--- config.mk ---
export PLATFORM = sky130hd
export DESIGN_NAME = write_back
export DESIGN_NICKNAME = d
export VERILOG_FILES = /design/src/rtl/write_back_pkg.sv /design/src/rtl/write_back.sv
export SDC_FILE = /design/constraint.sdc
export NUM_CORES = 1
export LEC_CHECK = 0
export CORE_AREA = 2 2 99 101
export CTS_BUF_LIST = sky130_fd_sc_hd__clkbuf_4 sky130_fd_sc_hd__clkbuf_8 sky130_fd_sc_hd__clkbuf_16
export CTS_CLUSTER_DIAMETER = 50
export DETAILED_ROUTE_END_ITERATION = 16
export DIE_AREA = 0 0 101 103
export DONT_BUFFER_PORTS = 1
export HOLD_SLACK_MARGIN = 0.02
export PLACE_DENSITY = 0.6
export SKIP_CTS_REPAIR_TIMING = 1
export SYNTH_ARGS = -nofsm -noshare
export SYNTH_HDL_FRONTEND = slang
export SYNTH_SLANG_ARGS = --single-unit
export TNS_END_PERCENT = 10
--- constraint.sdc ---
create_clock -name CLK -period 6.79 [get_ports CLK]
set_input_delay 0.3395 -clock CLK [delete_from_list [all_inputs] [get_ports CLK]]
set_output_delay 0.3395 -clock CLK [all_outputs]
set_load 0.01 [all_outputs]
--- src/rtl/write_back_pkg.sv ---
// Shared core definitions for the write-back stage: write-data select,
// branch encodings and the stage FSM states.
package write_back_pkg;

   localparam int DATA_W   = 32;
   localparam int REG_AW   = 5;
   localparam int UART_W   = 8;

   typedef enum logic [1:0] {
      MTR_ALU  = 2'b00,
      MTR_MEM  = 2'b01,
      MTR_LINK = 2'b10,
      MTR_ALU2 = 2'b11
   } memtoreg_e;

   typedef enum logic [1:0] {
      BR_NONE  = 2'b00,
      BR_INDEX = 2'b01,
      BR_REG   = 2'b10,
      BR_COND  = 2'b11
   } branch_e;

   typedef enum logic {
      ST_RUN       = 1'b0,
      ST_UART_WAIT = 1'b1
   } state_e;

endpackage

--- src/rtl/write_back.sv ---
// Write-back stage: commits register writes and fetch redirects one cycle after
// issue, parking a UART-sourced instruction until its receive byte arrives.
module write_back
   import write_back_pkg::*;
#(
   parameter int INST_MEM_WIDTH = 2
) (
   input  logic                      CLK,
   input  logic                      reset,
   input  logic                      distinct,
   input  logic                      RegWrite,
   input  logic [1:0]                MemtoReg,
   input  logic [1:0]                Branch,
   input  logic                      UARTtoReg,
   input  logic [31:0]               read_data,
   input  logic [31:0]               register_data,
   input  logic [31:0]               alu_result,
   input  logic [4:0]                rdist,
   input  logic [25:0]               inst_index,
   input  logic [INST_MEM_WIDTH-1:0] pc,
   input  logic [INST_MEM_WIDTH-1:0] pc1,
   input  logic [INST_MEM_WIDTH-1:0] pc2,
   input  logic                      uart_valid,
   input  logic [7:0]                uart_data,
   output logic                      uart_ready,
   output logic                      reg_we,
   output logic [4:0]                reg_waddr,
   output logic [31:0]               reg_wdata,
   output logic                      pc_load,
   output logic [INST_MEM_WIDTH-1:0] pc_target,
   output logic                      stall,
   output logic [31:0]               retired,
   input  logic                      i_dbg_preload,
   input  logic [31:0]               i_dbg_preload_value,
   output logic                      o_dbg_state
);

   state_e                    r_state, w_state_next;
   logic                      r_cap_we, r_cap_load;
   logic [REG_AW-1:0]         r_cap_waddr;
   logic [INST_MEM_WIDTH-1:0] r_cap_target;

   logic                      w_valid, w_taken, w_commit, w_capture;
   logic                      w_we, w_load, w_unused;
   logic [REG_AW-1:0]         w_waddr;
   logic [DATA_W-1:0]         w_mux_data, w_wdata;
   logic [INST_MEM_WIDTH-1:0] w_br_target, w_target;

   assign w_valid     = !distinct;
   assign o_dbg_state = r_state;
   // pc and the upper jump/register bits never reach a write-back output.
   assign w_unused    = ^{pc, inst_index, register_data};

   always_comb begin
      w_taken     = 1'b0;
      w_br_target = pc2;
      case (branch_e'(Branch))
         BR_INDEX: begin w_taken = 1'b1; w_br_target = inst_index[INST_MEM_WIDTH-1:0]; end
         BR_REG:   begin w_taken = 1'b1; w_br_target = register_data[INST_MEM_WIDTH-1:0]; end
         BR_COND:  begin w_taken = alu_result[0]; w_br_target = pc2; end
         default:  begin w_taken = 1'b0; w_br_target = pc2; end
      endcase
   end

   always_comb begin
      w_mux_data = alu_result;
      case (memtoreg_e'(MemtoReg))
         MTR_MEM:  w_mux_data = read_data;
         MTR_LINK: w_mux_data = DATA_W'(pc1);
         default:  w_mux_data = alu_result;
      endcase
   end

   always_comb begin
      w_state_next = r_state;
      w_commit     = 1'b0;
      w_capture    = 1'b0;
      w_we         = RegWrite && (rdist != '0);
      w_waddr      = rdist;
      w_wdata      = w_mux_data;
      w_load       = w_taken;
      w_target     = w_br_target;
      uart_ready   = 1'b0;
      stall        = 1'b0;
      case (r_state)
         ST_RUN: begin
            if (w_valid) begin
               if (!UARTtoReg) begin
                  w_commit = 1'b1;
               end else begin
                  uart_ready = 1'b1;
                  if (uart_valid) begin
                     w_commit = 1'b1;
                     w_wdata  = {24'b0, uart_data};
                  end else begin
                     w_capture    = 1'b1;
                     stall        = 1'b1;
                     w_state_next = ST_UART_WAIT;
                  end
               end
            end
         end
         ST_UART_WAIT: begin
            uart_ready = 1'b1;
            stall      = 1'b1;
            if (uart_valid) begin
               w_commit     = 1'b1;
               w_we         = r_cap_we;
               w_waddr      = r_cap_waddr;
               w_wdata      = {24'b0, uart_data};
               w_load       = r_cap_load;
               w_target     = r_cap_target;
               w_state_next = ST_RUN;
            end
         end
         default: w_state_next = ST_RUN;
      endcase
   end

   always_ff @(posedge CLK or posedge reset) begin
      if (reset) begin
         r_state      <= ST_RUN;
         reg_we       <= 1'b0;
         reg_waddr    <= '0;
         reg_wdata    <= '0;
         pc_load      <= 1'b0;
         pc_target    <= '0;
         retired      <= '0;
         r_cap_we     <= 1'b0;
         r_cap_waddr  <= '0;
         r_cap_load   <= 1'b0;
         r_cap_target <= '0;
      end else begin
         r_state <= w_state_next;
         reg_we  <= w_commit && w_we;
         pc_load <= w_commit && w_load;
         if (w_commit) begin
            reg_waddr <= w_waddr;
            reg_wdata <= w_wdata;
            if (w_load) pc_target <= w_target;
         end
         if (i_dbg_preload) retired <= i_dbg_preload_value;
         else if (w_commit) retired <= retired + 32'd1;
         // The redirect is resolved now so the parked slot needs no operands.
         if (w_capture) begin
            r_cap_we     <= RegWrite && (rdist != '0);
            r_cap_waddr  <= rdist;
            r_cap_load   <= w_taken;
            r_cap_target <= w_br_target;
         end
      end
   end

endmodule

==> results of run 1 <==
[layer usage]
metal	vias to the layer above	routed length [µm]	GRT usage, %
li1	1795	-	-
met1	1677	4570	26.5
met2	149	5380	34.3
met3	13	941	5.90
met4	0	149	7.38
met5	-	0	0
[worst min path at each step]
stage,endpoint,slack (ns),depth (start not counted)
floorplan,o_dbg_state,0.40,1
CTS,o_dbg_state,0.03,1
finish,o_dbg_state,0.05,1
detailed placement,o_dbg_state,0.41,1
global route,o_dbg_state,0.03,1
global placement,o_dbg_state,0.41,1
[cell usage after synthesis, types with 2 or more instances]
master / n
sky130_fd_sc_hd__or2_2: 2
sky130_fd_sc_hd__buf_2: 2
sky130_fd_sc_hd__dfrtp_1: 83
sky130_fd_sc_hd__a22oi_1: 5
sky130_fd_sc_hd__nand4_1: 9
sky130_fd_sc_hd__and2_1: 3
sky130_fd_sc_hd__xor2_1: 7
sky130_fd_sc_hd__a21bo_2: 2
sky130_fd_sc_hd__nor4_2: 2
sky130_fd_sc_hd__nand3_1: 8
sky130_fd_sc_hd__clkbuf_1: 27
sky130_fd_sc_hd__nand2b_1: 2
sky130_fd_sc_hd__mux2_2: 5
sky130_fd_sc_hd__a31oi_1: 7
sky130_fd_sc_hd__o21ai_1: 2
sky130_fd_sc_hd__or4_1: 3
sky130_fd_sc_hd__nor2_1: 40
sky130_fd_sc_hd__nor3_1: 11
sky130_fd_sc_hd__xnor2_1: 21
sky130_fd_sc_hd__or3_1: 4
sky130_fd_sc_hd__o21ai_0: 75
sky130_fd_sc_hd__o211ai_1: 6
sky130_fd_sc_hd__and4_1: 2
sky130_fd_sc_hd__mux2i_1: 4
sky130_fd_sc_hd__a21oi_1: 27
sky130_fd_sc_hd__nand2_1: 146
sky130_fd_sc_hd__nor4_1: 7
sky130_fd_sc_hd__ha_1: 7
sky130_fd_sc_hd__inv_1: 15
[logic make-up (layout without fill, tap and decap cells)]
group                    Yosys count  after routing  share of synthesized area (%)
XOR/XNOR                          28             28                           5.51
adder cells (fa/ha/maj)            7              7                           1.97
flip-flops                        83             83                           46.6
AND/OR/NAND/NOR                  245            245                           24.5
AO/OA/AOI/OAI                    125            125                           15.1
buffers and inverters             46             33                           4.10
multiplexers                       9              9                           2.16
[placed cells by master, fill, tap and decap left out, types with 2 or more instances in the layout]
master / netlist / layout
sky130_fd_sc_hd__a21bo_2: 2 / 2
sky130_fd_sc_hd__a21oi_1: 27 / 27
sky130_fd_sc_hd__a22oi_1: 5 / 5
sky130_fd_sc_hd__a31oi_1: 7 / 7
sky130_fd_sc_hd__and2_1: 3 / 3
sky130_fd_sc_hd__and4_1: 2 / 2
sky130_fd_sc_hd__buf_4: 0 / 2
sky130_fd_sc_hd__clkbuf_4: 0 / 2
sky130_fd_sc_hd__clkbuf_8: 0 / 9
sky130_fd_sc_hd__clkinv_2: 0 / 4
sky130_fd_sc_hd__dfrtp_1: 83 / 83
sky130_fd_sc_hd__ha_1: 7 / 6
sky130_fd_sc_hd__inv_1: 15 / 14
sky130_fd_sc_hd__mux2_2: 5 / 5
sky130_fd_sc_hd__mux2i_1: 4 / 4
sky130_fd_sc_hd__nand2_1: 146 / 146
sky130_fd_sc_hd__nand2b_1: 2 / 2
sky130_fd_sc_hd__nand3_1: 8 / 8
sky130_fd_sc_hd__nand4_1: 9 / 9
sky130_fd_sc_hd__nor2_1: 40 / 40
sky130_fd_sc_hd__nor3_1: 11 / 11
sky130_fd_sc_hd__nor4_1: 7 / 7
sky130_fd_sc_hd__nor4_2: 2 / 2
sky130_fd_sc_hd__o211ai_1: 6 / 6
sky130_fd_sc_hd__o21ai_0: 75 / 75
sky130_fd_sc_hd__o21ai_1: 2 / 2
sky130_fd_sc_hd__or2_2: 2 / 2
sky130_fd_sc_hd__or3_1: 4 / 4
sky130_fd_sc_hd__or4_1: 3 / 3
sky130_fd_sc_hd__xnor2_1: 21 / 21
sky130_fd_sc_hd__xor2_1: 7 / 7
[worst max-delay path: cells and delay by family, from the launching register on]
family / cells / cell delay (ns)
flops: 1 / 0.53
simple gates: 3 / 1.38
xor+xnor: 1 / 0.12
mux: 1 / 0.28
[power by group]
| part | switching, W | total, W | internal (W) | leakage, nW |
|---|---|---|---|---|
| clock | 0.000173 | 0.000351 | 0.000177 | 0.104 |
| sequential | 0.0000883 | 0.000645 | 0.000556 | 1.04 |
| combinational | 0.0000921 | 0.000154 | 0.0000615 | 0.810 |
| total | 0.000354 | 0.00115 | 0.000795 | 1.96 |
[state kept, by name (all words and copies together) (netlist names)]
signal / flops
r_cap_we: 1
pc_target: 2
r_cap_waddr: 5
r_cap_target: 2
o_dbg_state: 1
retired: 32
reg_we: 1
reg_waddr: 5
pc_load: 1
r_cap_load: 1
reg_wdata: 32
[cell type report]
| type | count | area, µm² | share of cell area [%] |
|---|---|---|---|
| multi-input combinational | 414 | 2200 | 46.9 |
| clock buffer | 11 | 139 | 2.97 |
| timing repair buffer | 2 | 15.0 | 0.321 |
| tap | 114 | 143 | 3.05 |
| inverter | 15 | 57.6 | 1.23 |
| clock inverter | 5 | 53.8 | 1.15 |
| sequential | 83 | 2080 | 44.4 |
[stage by stage]
stage	cells	power [W]	worst slack, ns
floorplan	543	0.000767	4.31
global placement	628	0.000804	4.42
detailed placement	628	0.000811	4.35
CTS	644	0.00117	4.31
global route	644	0.00123	4.16
finish	644	0.00115	4.37
==> impl_metrics.prom, run 1 <==
# TYPE chip_impl_metric gauge
chip_impl_info{name="run_status",value="completed"} 1
chip_impl_metric{name="timing.critical_path.arrival",unit="ns"} 2.66
chip_impl_info{name="ctsRootBufferMaster",value="sky130_fd_sc_hd__clkbuf_8"} 1
chip_impl_metric{name="grt_first_pass_wirelength",unit="µm"} 17000
chip_impl_info{name="synth_flop_cell",value="sky130_fd_sc_hd__dfrtp_1"} 1
chip_impl_metric{name="syn_area",unit="µm²"} 4450
chip_impl_info{name="start_kind",value="register"} 1
chip_impl_metric{name="initial_core_util",unit="%"} 47.1
chip_impl_info{name="rr_endpoint",value="retired[22]"} 1
chip_impl_metric{name="routedWlPerCell",unit="µm"} 17.1
chip_impl_metric{name="num_io_pins",unit=""} 260
chip_impl_metric{name="syn_to_final_growth",unit="%"} 5.11
chip_impl_info{name="critical_path.startpoint",value="retired[2]"} 1
chip_impl_metric{name="cts_made_buffers",unit=""} 9
chip_impl_info{name="min_path_type",value="in2reg"} 1
chip_impl_metric{name="postLayoutCoreUtil",unit="%"} 49.5
chip_impl_info{name="regToRegStartpoint",value="retired[2]"} 1
chip_impl_metric{name="portBuffers",unit=""} 0
chip_impl_metric{name="num_rows",unit=""} 36
chip_impl_info{name="netlist_top_cells_area",value="sky130_fd_sc_hd__dfrtp_1, sky130_fd_sc_hd__nand2_1, sky130_fd_sc_hd__o21ai_0, sky130_fd_sc_hd__xnor2_1, sky130_fd_sc_hd__nor2_1"} 1
chip_impl_metric{name="num_vias",unit=""} 3634
chip_impl_metric{name="setup-tns-final",unit="ns"} 0
chip_impl_metric{name="final_design_area_no_fill",unit="µm²"} 4680
chip_impl_metric{name="mappedNetlistNets",unit=""} 734
chip_impl_metric{name="final_layout_size_suffix_gt1_share",unit="%"} 6.42
chip_impl_metric{name="grt_antenna_before_repair",unit=""} 0
chip_impl_metric{name="route.detailed.drc",unit=""} 0
chip_impl_metric{name="synthArstFlopShare",unit="%"} 100
chip_impl_metric{name="nFillCells",unit=""} 917
chip_impl_metric{name="drtPass1Iterations",unit=""} 4
chip_impl_info{name="critPathKind",value="reg2reg"} 1
chip_impl_metric{name="grt.overflow.total",unit=""} 0
chip_impl_metric{name="route.final.wire_length",unit="µm"} 11000
chip_impl_info{name="hold_path.startpoint",value="uart_valid"} 1
chip_impl_metric{name="synthesis.area_per_instance",unit="µm²"} 8.20
chip_impl_metric{name="max_slew.worst_pin.slew",unit="ns"} 1.04
chip_impl_metric{name="number_of_enable_type_register_cells_in_the_synthesized_netlist",unit=""} 0
chip_impl_metric{name="clock-skew-final",unit="ns"} 0.0129
chip_impl_metric{name="route.detailed.vias_per_inst",unit=""} 5.64
chip_impl_metric{name="dr.first_iter.drc_count",unit=""} 103
chip_impl_metric{name="rr_worst_depth",unit=""} 5
chip_impl_metric{name="worst-endpoint-required",unit="ns"} 7.02
chip_impl_metric{name="placed_cell_area",unit="µm²"} 4490
chip_impl_metric{name="power_density",unit="nW/µm²"} 245
chip_impl_metric{name="finalMaxSlewViolations",unit=""} 0
chip_impl_metric{name="fin_crit",unit="ns"} 2.42
chip_impl_metric{name="yosys.area.top_type_share",unit="%"} 46.6
chip_impl_metric{name="groute.usage.overall",unit="%"} 20.8
chip_impl_metric{name="max_clock_freq",unit="MHz"} 413
chip_impl_metric{name="drv_cap",unit=""} 0
chip_impl_info{name="yosys.area.top_type",value="sky130_fd_sc_hd__dfrtp_1"} 1
chip_impl_metric{name="grt_start_max_net_pins",unit=""} 84
chip_impl_metric{name="slew_headroom",unit="%"} 30.5
chip_impl_metric{name="num_antenna_cells",unit=""} 0
chip_impl_metric{name="final.hold.worst_slack",unit="ns"} 0.0526
chip_impl_metric{name="maximum_root_to_sink_buffer_count",unit=""} 2
chip_impl_info{name="endpoint",value="retired[22]"} 1
chip_impl_metric{name="place.detailed.hpwl",unit="µm"} 7930
chip_impl_metric{name="vias_in_the_first_global_route",unit=""} 3306
chip_impl_info{name="rsz_0062_raised_after_global_routing",value="false"} 1
chip_impl_info{name="worstSetupEndpointType",value="register"} 1
chip_impl_metric{name="clock-sinks",unit=""} 83
chip_impl_metric{name="synth_cells",unit=""} 543
chip_impl_metric{name="finalWeightedCongestion",unit=""} 0.813
chip_impl_metric{name="path_max_fanout",unit=""} 14
chip_impl_info{name="cp_slowest_cell",value="sky130_fd_sc_hd__or3_1"} 1
chip_impl_metric{name="final-setup-viol-count",unit=""} 0
chip_impl_metric{name="postSynthRegisterBits",unit=""} 83
chip_impl_metric{name="power.ir.vdd_worst",unit="µV"} 108
chip_impl_metric{name="static-leakage-power",unit="nW"} 1.96
chip_impl_metric{name="worst_skew_late_latency",unit="ns"} 0.35
chip_impl_metric{name="die_outline_area",unit="µm²"} 10400
chip_impl_metric{name="ff2ff_setup_slack",unit="ns"} 4.37
chip_impl_info{name="tritoncts_clock_tree",value="done"} 1
chip_impl_metric{name="post_synth_num_cell_types",unit=""} 38
chip_impl_metric{name="worst_path_largest_cell_delay",unit="ns"} 0.66
chip_impl_metric{name="htree_num_levels",unit=""} 3
chip_impl_metric{name="ys_seq_area_share",unit="%"} 46.6
chip_impl_metric{name="final_min_period_over_clock_period",unit="%"} 35.7
chip_impl_info{name="worstPathCellList",value="nand4_2 -> or3_1 -> nor4_1 -> xor2_1 -> mux2_2"} 1
chip_impl_metric{name="design.core.area",unit="µm²"} 9460
chip_impl_metric{name="die_w",unit="µm"} 101
chip_impl_metric{name="synth-warning-count",unit=""} 0
chip_impl_metric{name="timing_hold_violations_final",unit=""} 0
chip_impl_metric{name="final_net_count",unit=""} 716
chip_impl_metric{name="clk_pin_slew",unit="ns"} 0.09
chip_impl_metric{name="detail-route-antenna-nets",unit=""} 0
chip_impl_metric{name="die_height",unit="µm"} 103
Note: power is estimated with default switching activity, not from simulation.
==> inputs of run 2 (changes only) <==
--- a/config.mk
+++ b/config.mk
@@ -5,14 +5,14 @@
 export SDC_FILE = /design/constraint.sdc
 export NUM_CORES = 1
 export LEC_CHECK = 0
-export CORE_AREA = 2 2 99 101
+export CORE_AREA = 2 2 100 102
 export CTS_BUF_LIST = sky130_fd_sc_hd__clkbuf_4 sky130_fd_sc_hd__clkbuf_8 sky130_fd_sc_hd__clkbuf_16
 export CTS_CLUSTER_DIAMETER = 50
 export DETAILED_ROUTE_END_ITERATION = 16
-export DIE_AREA = 0 0 101 103
+export DIE_AREA = 0 0 102 104
 export DONT_BUFFER_PORTS = 1
 export HOLD_SLACK_MARGIN = 0.02
-export PLACE_DENSITY = 0.6
+export PLACE_DENSITY = 0.61
 export SKIP_CTS_REPAIR_TIMING = 1
 export SYNTH_ARGS = -nofsm -noshare
 export SYNTH_HDL_FRONTEND = slang
==> constraint.sdc (replaced) <==
create_clock -name CLK -period 2.2 [get_ports CLK]
set_input_delay 0.11 -clock CLK [delete_from_list [all_inputs] [get_ports CLK]]
set_output_delay 0.11 -clock CLK [all_outputs]
set_load 0.01 [all_outputs]
==> run 2 against run 1 <==
Net effect: the run now ends with negative hold slack left; highest routed layer unchanged; sequential share of layout area fell by 7.5 points; critical path depth did not move; non-clock buffer count rose by 97; clock-buffer cell count rose by 2.
==> impl_metrics.prom, run 2 (same netlist as run 1, synthesis figures left out) <==
# TYPE chip_impl_metric gauge
chip_impl_metric{name="place_inst",unit=""} 677
chip_impl_metric{name="timing.critical_path.arrival",unit="ns"} 2.24
chip_impl_metric{name="maximum_root_to_sink_buffer_count",unit=""} 2
chip_impl_metric{name="power.clock.fraction",unit="%"} 29.9
chip_impl_metric{name="grt_antenna_before_repair",unit=""} 0
chip_impl_metric{name="vias_in_the_first_global_route",unit=""} 3690
chip_impl_metric{name="multiInputGateArea",unit="µm²"} 2200
chip_impl_metric{name="die_w",unit="µm"} 102
chip_impl_metric{name="final_layout_size_suffix_gt1_share",unit="%"} 10.2
chip_impl_metric{name="slew_headroom",unit="%"} 52.5
chip_impl_info{name="min_path_type",value="in2reg"} 1
chip_impl_metric{name="num_antenna_cells",unit=""} 0
chip_impl_metric{name="setup-tns-final",unit="ns"} 0
chip_impl_info{name="layout_common_cells",value="sky130_fd_sc_hd__nand2_1, sky130_fd_sc_hd__dfrtp_1, sky130_fd_sc_hd__o21ai_0, sky130_fd_sc_hd__dlygate4sd3_1, sky130_fd_sc_hd__nor2_1"} 1
chip_impl_metric{name="clock-sinks",unit=""} 83
chip_impl_metric{name="grt_start_max_net_pins",unit=""} 65
chip_impl_info{name="tritoncts_clock_tree",value="done"} 1
chip_impl_metric{name="final_net_count",unit=""} 813
chip_impl_metric{name="worst-endpoint-required",unit="ns"} 2.45
chip_impl_metric{name="power_frac_comb",unit="%"} 19.4
chip_impl_metric{name="fin_crit",unit="ns"} 1.99
chip_impl_metric{name="route.detailed.drc",unit=""} 0
chip_impl_info{name="biggestRegsByFlops",value="reg_wdata: 32 flops, retired: 32 flops"} 1
chip_impl_info{name="ctsRootBufferMaster",value="sky130_fd_sc_hd__clkbuf_8"} 1
chip_impl_metric{name="routedWlPerCell",unit="µm"} 15.8
chip_impl_metric{name="worst_skew_late_latency",unit="ns"} 0.36
chip_impl_info{name="mostFrequentLayoutCell",value="sky130_fd_sc_hd__nand2_1"} 1
chip_impl_info{name="rsz_0062_raised_after_global_routing",value="false"} 1
chip_impl_metric{name="nFillCells",unit=""} 841
chip_impl_metric{name="grt_first_pass_wirelength",unit="µm"} 17900
chip_impl_metric{name="dr.first_iter.drc_count",unit=""} 129
chip_impl_metric{name="stdcell_count",unit=""} 759
chip_impl_metric{name="post-route-worst-setup-slack",unit="ns"} 0.207
chip_impl_metric{name="final-setup-viol-count",unit=""} 0
chip_impl_metric{name="dpl_worst_slack",unit="ns"} 0.216
chip_impl_metric{name="drtPass1Iterations",unit=""} 5
chip_impl_metric{name="portBuffers",unit=""} 0
chip_impl_metric{name="share_seq_of_total_power",unit="%"} 50.7
chip_impl_metric{name="num_vias",unit=""} 4044
chip_impl_info{name="start_kind",value="register"} 1
chip_impl_metric{name="initial_core_util",unit="%"} 46.6
chip_impl_metric{name="max_clock_freq",unit="MHz"} 502
chip_impl_metric{name="htree_num_levels",unit=""} 3
chip_impl_metric{name="fin_total_pwr",unit="W"} 0.00380
chip_impl_metric{name="clk_pin_slew",unit="ns"} 0.09
chip_impl_metric{name="syn_to_final_growth",unit="%"} 26.5
chip_impl_metric{name="static-leakage-power",unit="nW"} 2.39
chip_impl_metric{name="die_outline_area",unit="µm²"} 10600
chip_impl_metric{name="drv_cap",unit=""} 0
chip_impl_metric{name="timing_hold_violations_final",unit=""} 3
chip_impl_metric{name="max_slew.worst_pin.slew",unit="ns"} 0.713
chip_impl_metric{name="final_min_period_over_clock_period",unit="%"} 90.6
chip_impl_metric{name="clock-skew-final",unit="ns"} 0.0126
chip_impl_metric{name="die_height",unit="µm"} 104
chip_impl_metric{name="switching_portion_of_total_power",unit="%"} 30.1
chip_impl_metric{name="num_io_pins",unit=""} 260
chip_impl_metric{name="total_switching_power",unit="W"} 0.00114
chip_impl_info{name="worstSetupEndpointType",value="register"} 1
chip_impl_metric{name="route.detailed.vias_per_inst",unit=""} 5.33
chip_impl_metric{name="power.ir.vdd_worst",unit="µV"} 351
chip_impl_metric{name="groute.usage.overall",unit="%"} 21.5
chip_impl_metric{name="finalMaxSlewViolations",unit=""} 0
chip_impl_metric{name="place.detailed.hpwl",unit="µm"} 8550
chip_impl_metric{name="design.core.area",unit="µm²"} 9550
chip_impl_metric{name="finalWeightedCongestion",unit=""} 0.865
chip_impl_metric{name="num_rows",unit=""} 36
chip_impl_metric{name="detail-route-antenna-nets",unit=""} 0
chip_impl_metric{name="regArea",unit="µm²"} 2080
chip_impl_info{name="violations",value="negative hold slack"} 1
chip_impl_metric{name="cts_made_buffers",unit=""} 9
chip_impl_info{name="run_status",value="finished, violations left"} 1
chip_impl_metric{name="grt.overflow.total",unit=""} 0
chip_impl_metric{name="final.hold.worst_slack",unit="ns"} -0.0249
chip_impl_metric{name="power_density",unit="nW/µm²"} 674
chip_impl_metric{name="route.final.wire_length",unit="µm"} 12000
chip_impl_metric{name="path_max_fanout",unit=""} 4
chip_impl_metric{name="p_int",unit="W"} 0.00265
chip_impl_info{name="critPathKind",value="reg2reg"} 1
## run 2: cell count changes in the layout (fill, tap and decap cells not counted)
cell / delta
sky130_fd_sc_hd__buf_12: +2
sky130_fd_sc_hd__clkinv_2: -3
sky130_fd_sc_hd__buf_4: +29
sky130_fd_sc_hd__dlygate4sd3_1: +66
sky130_fd_sc_hd__clkinv_4: -1
sky130_fd_sc_hd__clkbuf_8: +2
sky130_fd_sc_hd__clkinvlp_4: +1
## run 2: layout make-up
type / instances / area share [%]
clock buffer: 13 / 2.95
clock inverter: 2 / 0.622
inverter: 15 / 1.07
multi-input combinational: 414 / 39.0
sequential: 83 / 36.9
tap: 133 / 2.95
timing repair buffer: 99 / 16.6
## run 2: power groups by stage
stage | Combinational (W) | Clock [W] | Sequential (W)
after floorplan | 0.000412 | 0 | 0.00196
after global placement | 0.000602 | 0 | 0.00195
after detailed placement | 0.000621 | 0 | 0.00196
after CTS | 0.000621 | 0.00117 | 0.00193
after global routing | 0.000830 | 0.00123 | 0.00195
final | 0.000735 | 0.00113 | 0.00193
## run 2: per-stage QoR
stage	util [%]	cell area [µm²]
2_1_floorplan	-	4460
5_1_grt	59.0	5640
3_5_place_dp	49.8	4750
3_3_place_gp	49.8	4750
6_report	59.0	5640
4_1_cts	51.9	4950
## run 2: worst paths after layout
| check | startpoint | end | slack (ns) | cells after the start |
|---|---|---|---|---|
| setup / recovery | retired[27] | retired[30] | 0.21 | 5 |
| hold / removal | alu_result[10] | reg_wdata[10] | -0.02 | 2 |
| setup reg to reg | retired[27] | retired[30] | 0.21 | 5 |
| hold reg to reg | r_cap_waddr[1] | r_cap_waddr[1] | 0.48 | 2 |
| max in group asynchronous | reset | reg_wdata[6] | 1.12 | 3 |
| min in group asynchronous | reset | retired[25] | 0.24 | 2 |
## run 2: per-layer routing
| layer | track usage (%) | wire length [µm] | vias to the layer above |
|---|---|---|---|
| li1 | - | - | 1987 |
| met1 | 26.6 | 4970 | 1864 |
| met2 | 34.4 | 5860 | 173 |
| met3 | 6.79 | 880 | 20 |
| met4 | 8.86 | 286 | 0 |
| met5 | 0 | 0 | - |
## run 2: critical path, stage by stage (launching register included)
cell	delay, ns
sky130_fd_sc_hd__dfrtp_1	0.44
sky130_fd_sc_hd__nand4_1	0.18
sky130_fd_sc_hd__or4_1	0.49
sky130_fd_sc_hd__nor4_1	0.38
sky130_fd_sc_hd__xor2_1	0.11
sky130_fd_sc_hd__mux2_2	0.28
